### config.mk
export PLATFORM = sky130hd
export DESIGN_NAME = sdram_master_arbiter
export DESIGN_NICKNAME = d
export VERILOG_FILES = /design/src/rtl/sdram_master_arbiter.sv
export SDC_FILE = /design/constraint.sdc
export NUM_CORES = 1
export LEC_CHECK = 0
export ABC_CLOCK_PERIOD_IN_PS = 3240
export CAP_MARGIN = 20
export CORE_ASPECT_RATIO = 2
export CORE_UTILIZATION = 32
export DETAILED_ROUTE_END_ITERATION = 16
export PLACE_DENSITY = 0.86
export SLEW_MARGIN = 0
export SYNTH_ARGS = -nofsm -noshare
export SYNTH_HDL_FRONTEND = slang
export SYNTH_SLANG_ARGS = --single-unit
export TNS_END_PERCENT = 5
### constraint.sdc
create_clock -name M100CLK -period 3.24 [get_ports M100CLK]
set_clock_uncertainty 0.05 [all_clocks]
set_input_delay 0.486 -clock M100CLK [delete_from_list [all_inputs] [get_ports M100CLK]]
set_output_delay 0.486 -clock M100CLK [all_outputs]
set_load 0.03 [all_outputs]
### src/rtl/sdram_master_arbiter.sv
// ---------------------------------------------------------------------------
// sdram_master_arbiter
//
// Shares one Avalon-MM SDRAM controller slave between two masters:
//   port A - JTAG memory-mapped writer/reader
//   port B - read streamer feeding the playback RAM
// The grant is registered and fair: on a tie the master that was not granted
// last wins. A master keeps the slave for at most HOLD_MAX accepted commands
// while the other one is waiting. A command is never split: the grant cannot
// move while a command is stalled. Each accepted read pushes the issuing
// master's id into a tag FIFO. The returned readdatavalid pops the tag and is
// routed to that master.
//
// Ports
//   M100CLK, reset                 clock, asynchronous active-high reset
//   a_* / b_*  (in)                master address, byteenable, writedata, strobes
//   a_/b_waitrequest (out)         stall to each master
//   a_/b_readdatavalid (out)       routed read-data valid
//   m_readdata (out)               slave readdata, broadcast to both masters
//   s_* (out)                      command to the slave, all active-high
//   s_readdata, s_readdatavalid,
//   s_waitrequest (in)             response from the slave
//   grant (out)                    one-hot {B,A}, 00 = idle; this is the FSM state
//   pend_count (out)               outstanding reads
//   err_orphan (out)               sticky: readdatavalid with no tag queued
//
// Handshake: an Avalon command is held by its master while waitrequest=1.
// It is accepted on the cycle it is presented with waitrequest=0.
// ---------------------------------------------------------------------------
module sdram_master_arbiter #(
    parameter int ADDR_W   = 25,
    parameter int DATA_W   = 16,
    parameter int BE_W     = 2,
    parameter int MAX_PEND = 8,
    parameter int HOLD_MAX = 16
) (
    input  logic                        M100CLK,
    input  logic                        reset,
    input  logic [ADDR_W-1:0]           a_address,
    input  logic [BE_W-1:0]             a_byteenable,
    input  logic [DATA_W-1:0]           a_writedata,
    input  logic                        a_write,
    input  logic                        a_read,
    output logic                        a_waitrequest,
    output logic                        a_readdatavalid,
    input  logic [ADDR_W-1:0]           b_address,
    input  logic [BE_W-1:0]             b_byteenable,
    input  logic [DATA_W-1:0]           b_writedata,
    input  logic                        b_write,
    input  logic                        b_read,
    output logic                        b_waitrequest,
    output logic                        b_readdatavalid,
    output logic [DATA_W-1:0]           m_readdata,
    output logic [ADDR_W-1:0]           s_address,
    output logic [BE_W-1:0]             s_byteenable,
    output logic [DATA_W-1:0]           s_writedata,
    output logic                        s_write,
    output logic                        s_read,
    output logic                        s_chipselect,
    input  logic [DATA_W-1:0]           s_readdata,
    input  logic                        s_readdatavalid,
    input  logic                        s_waitrequest,
    output logic [1:0]                  grant,
    output logic [$clog2(MAX_PEND):0]   pend_count,
    output logic                        err_orphan
);

    localparam int PTR_W  = $clog2(MAX_PEND);
    localparam int CNT_W  = PTR_W + 1;
    localparam int HOLD_W = (HOLD_MAX > 1) ? $clog2(HOLD_MAX) : 1;
    localparam logic [CNT_W-1:0]  PEND_FULL = CNT_W'(MAX_PEND);
    localparam logic [HOLD_W-1:0] HOLD_LAST = HOLD_W'(HOLD_MAX - 1);

    // The encoding is the one-hot grant itself.
    typedef enum logic [1:0] {
        ST_IDLE  = 2'b00,
        ST_GNT_A = 2'b01,
        ST_GNT_B = 2'b10
    } state_e;

    state_e             state_q, state_d;
    logic               last_b_q, last_b_d;   // 1: B was the most recent grant
    logic [HOLD_W-1:0]  hold_q, hold_d;
    logic [PTR_W-1:0]   wr_q, rd_q;
    logic [CNT_W-1:0]   pend_q;
    logic               orphan_q;
    logic               tag_mem [MAX_PEND];   // 1 = read issued by B

    logic a_req, b_req, throttle, accept, push, pop, head_b;

    assign a_req    = a_read | a_write;
    assign b_req    = b_read | b_write;
    assign throttle = (pend_q == PEND_FULL);
    assign accept   = (s_read | s_write) & ~s_waitrequest;
    // s_read is already masked by the throttle, so a push can never hit a full FIFO.
    assign push     = s_read & ~s_waitrequest;
    assign pop      = s_readdatavalid & (pend_q != '0);
    assign head_b   = tag_mem[rd_q];

    assign grant           = state_q;
    assign pend_count      = pend_q;
    assign err_orphan      = orphan_q;
    assign m_readdata      = s_readdata;
    assign a_readdatavalid = pop & ~head_b;
    assign b_readdatavalid = pop & head_b;

    // ---- state register ----
    always_ff @(posedge M100CLK or posedge reset) begin
        if (reset) begin
            state_q  <= ST_IDLE;
            last_b_q <= 1'b1;
            hold_q   <= '0;
        end else begin
            state_q  <= state_d;
            last_b_q <= last_b_d;
            hold_q   <= hold_d;
        end
    end

    // ---- next-state logic ----
    always_comb begin
        state_d  = state_q;
        last_b_d = last_b_q;
        hold_d   = hold_q;
        case (state_q)
            ST_IDLE: begin
                if (a_req && b_req) state_d = last_b_q ? ST_GNT_A : ST_GNT_B;
                else if (a_req)     state_d = ST_GNT_A;
                else if (b_req)     state_d = ST_GNT_B;
            end
            ST_GNT_A: begin
                // A stalled command keeps a_req high, so the grant stays put.
                if (!a_req)                                        state_d = b_req ? ST_GNT_B : ST_IDLE;
                else if (accept && b_req && hold_q == HOLD_LAST)   state_d = ST_GNT_B;
            end
            ST_GNT_B: begin
                if (!b_req)                                        state_d = a_req ? ST_GNT_A : ST_IDLE;
                else if (accept && a_req && hold_q == HOLD_LAST)   state_d = ST_GNT_A;
            end
            default: state_d = ST_IDLE;
        endcase

        if (state_d != state_q)                 hold_d = '0;
        else if (accept && hold_q != HOLD_LAST) hold_d = hold_q + HOLD_W'(1);

        if (state_d == ST_GNT_A)      last_b_d = 1'b0;
        else if (state_d == ST_GNT_B) last_b_d = 1'b1;
    end

    // ---- output logic: slave mux and waitrequests from the grant register ----
    always_comb begin
        s_address     = '0;
        s_byteenable  = '0;
        s_writedata   = '0;
        s_write       = 1'b0;
        s_read        = 1'b0;
        a_waitrequest = 1'b1;
        b_waitrequest = 1'b1;
        case (state_q)
            ST_GNT_A: begin
                s_address     = a_address;
                s_byteenable  = a_byteenable;
                s_writedata   = a_writedata;
                s_write       = a_write;
                s_read        = a_read & ~throttle;
                a_waitrequest = s_waitrequest | (a_read & throttle);
            end
            ST_GNT_B: begin
                s_address     = b_address;
                s_byteenable  = b_byteenable;
                s_writedata   = b_writedata;
                s_write       = b_write;
                s_read        = b_read & ~throttle;
                b_waitrequest = s_waitrequest | (b_read & throttle);
            end
            default: ;
        endcase
        s_chipselect = s_read | s_write;
    end

    // ---- tag FIFO pointers, occupancy, orphan flag ----
    always_ff @(posedge M100CLK or posedge reset) begin
        if (reset) begin
            wr_q     <= '0;
            rd_q     <= '0;
            pend_q   <= '0;
            orphan_q <= 1'b0;
        end else begin
            if (push) wr_q <= wr_q + PTR_W'(1);
            if (pop)  rd_q <= rd_q + PTR_W'(1);
            if (push && !pop)      pend_q <= pend_q + CNT_W'(1);
            else if (!push && pop) pend_q <= pend_q - CNT_W'(1);
            if (s_readdatavalid && pend_q == '0) orphan_q <= 1'b1;
        end
    end

    // The tag storage needs no reset: only entries between the pointers are ever read.
    always_ff @(posedge M100CLK) begin
        if (push) tag_mem[wr_q] <= (state_q == ST_GNT_B);
    end

endmodule

==> impl_metrics.toml <==
[synth]
ys_seq_area_frac = 0.275
synth_edf_count = 8
ys_warn_count = 0
yosys.area.top_type = "dfrtp_1"
synth_area_leaders = "dfrtp_1 17%, a22oi_1 13%, nor2b_1 11%"
syn_inst = 281
ys_types = 61
yosysMostFrequentCell = "nor2b_1"
synthArstFlopShare = 0.692
synth_nets = 403
ys_top_cells_by_count = "45 x nor2b_1, 44 x a22oi_1, 17 x dfrtp_1, 16 x buf_4, 14 x clkbuf_1"
synth-seq-cells = 26
syn_area_um2 = 2520
yosysTopAreaCellShare = 0.169
dominantRegCellSynth = "dfrtp_1"
syn_area_per_cell_um2 = 8.96

[worst_setup_path]
critPathBufInv = 4
cp.depth = 6
required_ns = 2.70
crit_top_cell = "buf_4"
r2r_setup_slack_ns = 0.37
path_max_fanout = 34
rr_worst_depth = 13
worst_r2r_endpoint = "pend_count[3]"
path_cells = "inv_1 > ha_2 > buf_4 > buf_4 > nand3b_1 > clkdlybuf4s50_1"
arrival_ns = 2.47
end_kind = "primary output"
slowest_stage = "clkdlybuf4s50_1"
timing.critical_path.max_delay_family = "buffers and inverters"
slowest_delay_ns = 0.61
crit_type = "flop to primary output"
cp-start-kind = "flop"
r2r-start = "grant[0]"

[power]
vdd.ir_drop.worst_mv = 0.674
clkPwrFrac = 0.093
p_switching_mw = 1.84
p_leak_nw = 1.66
combPwrFrac = 0.749
p_int_mw = 2.05
power_mw = 3.89
p_sw_frac = 0.472
power_density_nw_per_um2 = 918
seqPwrFrac = 0.159

[route]
drc = 0
dr.pass1.iters = 7
vias = 2730
ant_nets = 0
routed_wirelength_mm = 9.77
drt_iter0_drc = 176
wl_per_cell_um = 19.4
vias_per_cell = 5.43

[layout]
n_antenna_cell = 0
area_growth_pct = 68.2
design_area_um2 = 4240
drive_gt1_frac = 0.193
nets = 532

[sta]
setup_viol = 0
fin_setup_tns_ns = 0
rsz0062_at_grt = "no"
hold_violations = 0
hold_ws_ns = 0.442
maxSlewHeadroom = 0.519
tightest_slew_ns = 0.721
fmax_mhz = 333
slew_viol_final = 0
post-route-min-period_ns = 3.01
finalCritPeriodShare = 0.928
postLayoutSetupSlackWorst_ns = 0.233

[global_routing]
grt_overflow_total = 0
antenna_found_initial = 0
grt_pass1_wl_mm = 14.4
first_global_vias = 2679
grt_max_degree = 35
grt_usage = 0.231

[clocking]
cts_hold_buffers = 0
cts_resized = 0
cts_max_path_buffers = 2
post_cts_buffers = 0
numClockSinks = 26
htree_num_levels = 1
cts_buffers = 3
cts.reportedPaths.clkPinSlew_ns = 0.06
cts_tree = "built"
clock_latency_ns = 0.26
clockRootBuffer = "clkbuf_16"

[placed_design]
gp_congestion = 1.01
numPortBuffers = 150
dp_hpwl_mm = 7.88
place_ws_ns = 0.288
placed_area_um2 = 4130

[floorplanning]
dieArea_um2 = 8250
rows = 45
core_um2 = 7600
start_util = 0.331
boundaryPins = 183
dieHeight_um = 127
die_w_um = 64.7

[run_status]
status = "complete, no violations"

[hold_path]
whs_path_depth = 1
holdPathEnd = "rd_q[2]"
hp-start = "rd_q[2]"
hp-class = "flop to flop"

[job]
maxCapViolCount = 0
## power groups by stage
stage / sequential (mW) / clock [mW] / combinational (mW)
2_1_floorplan: 0.652 / 0 / 1.72
3_3_place_gp: 0.608 / 0 / 2.88
3_5_place_dp: 0.620 / 0 / 2.90
4_1_cts: 0.615 / 0.363 / 2.92
5_1_grt: 0.634 / 0.375 / 3.10
6_report: 0.617 / 0.360 / 2.91
## through the flow
stage	util	cells
floorplan	-	281
global placement	0.543	499
detailed placement	0.543	499
CTS	0.557	503
global route	0.557	503
finish	0.557	503
## how the worst max path moves through the flow
| stage | startpoint | to | slack (ns) |
|---|---|---|---|
| finish | grant[0] | b_waitrequest | 0.23 |
| global route | grant[1] | b_waitrequest | 0.13 |
| CTS | grant[1] | b_waitrequest | 0.25 |
| detailed placement | b_read | pend_count[3] | 0.29 |
| global placement | b_read | pend_count[3] | 0.35 |
| floorplan | grant[0] | pend_count[3] | 0.05 |
## state kept, by name (all words and copies together), names as in the netlist
register	flops
tag_mem	8
hold_q	4
pend_count	4
rd_q	3
wr_q	3
grant	2
err_orphan	1
last_b_q	1
## final cells by class
class | count | area, um^2
clock buffers | 3 | 75.1
clock inverters | 1 | 30.0
fillers | 676 | 3370
inverters | 8 | 30.0
multi-input cells | 212 | 1590
flip-flops and latches | 26 | 693
well taps | 94 | 118
repair buffers | 159 | 1700
## cell families after synthesis
logic type	Yosys count	synth area share
AOI/OAI and AO/OA	83	0.242
xor gates and xnor gates	9	0.0313
adders and majority gates	12	0.0626
buffers and inverters	43	0.0939
DFF	26	0.275
muxes	10	0.0517
and+or+nand+nor	98	0.244
## worst register-to-register path: stages (launching register included)
cell and delay [ns]:
dfrtp_2 0.49, inv_1 0.11, ha_2 0.19, mux2_1 0.39
nand3_1 0.15, nor2_1 0.08, ha_1 0.24, inv_1 0.13
ha_1 0.25, a21o_1 0.18, a21oi_1 0.17, xnor2_1 0.13
nor2_1 0.07, xor2_1 0.14
## layer usage
layer	share of wire	track usage	up-vias	routed length, um
met5	0	0	-	0
met2	0.46	0.384	181	4450
met3	0.14	0.0866	30	1320
met4	0.036	0.0863	0	347
met1	0.37	0.263	1245	3640
li1	-	-	1274	-
## layout by cell type (no fill, tap or decap), types with 3 or more instances in the layout
| master | instances |
|---|---|
| dfrtp_1 | 16 |
| mux2_2 | 3 |
| buf_4 | 34 |
| nand2_1 | 7 |
| o21ai_0 | 8 |
| a22oi_1 | 44 |
| xnor2_1 | 5 |
| nand3b_1 | 3 |
| or2_2 | 3 |
| nor2b_1 | 45 |
| clkbuf_16 | 3 |
| and2_1 | 3 |
| mux2i_1 | 4 |
| nand2b_1 | 3 |
| ha_1 | 10 |
| a21o_1 | 3 |
| nor2_1 | 13 |
| buf_12 | 19 |
| inv_1 | 8 |
| a21oi_1 | 5 |
| clkdlybuf4s50_1 | 106 |
| xor2_1 | 4 |
| edfxtp_1 | 8 |
| a31oi_1 | 4 |
Note: power is estimated with default switching activity, not from simulation.
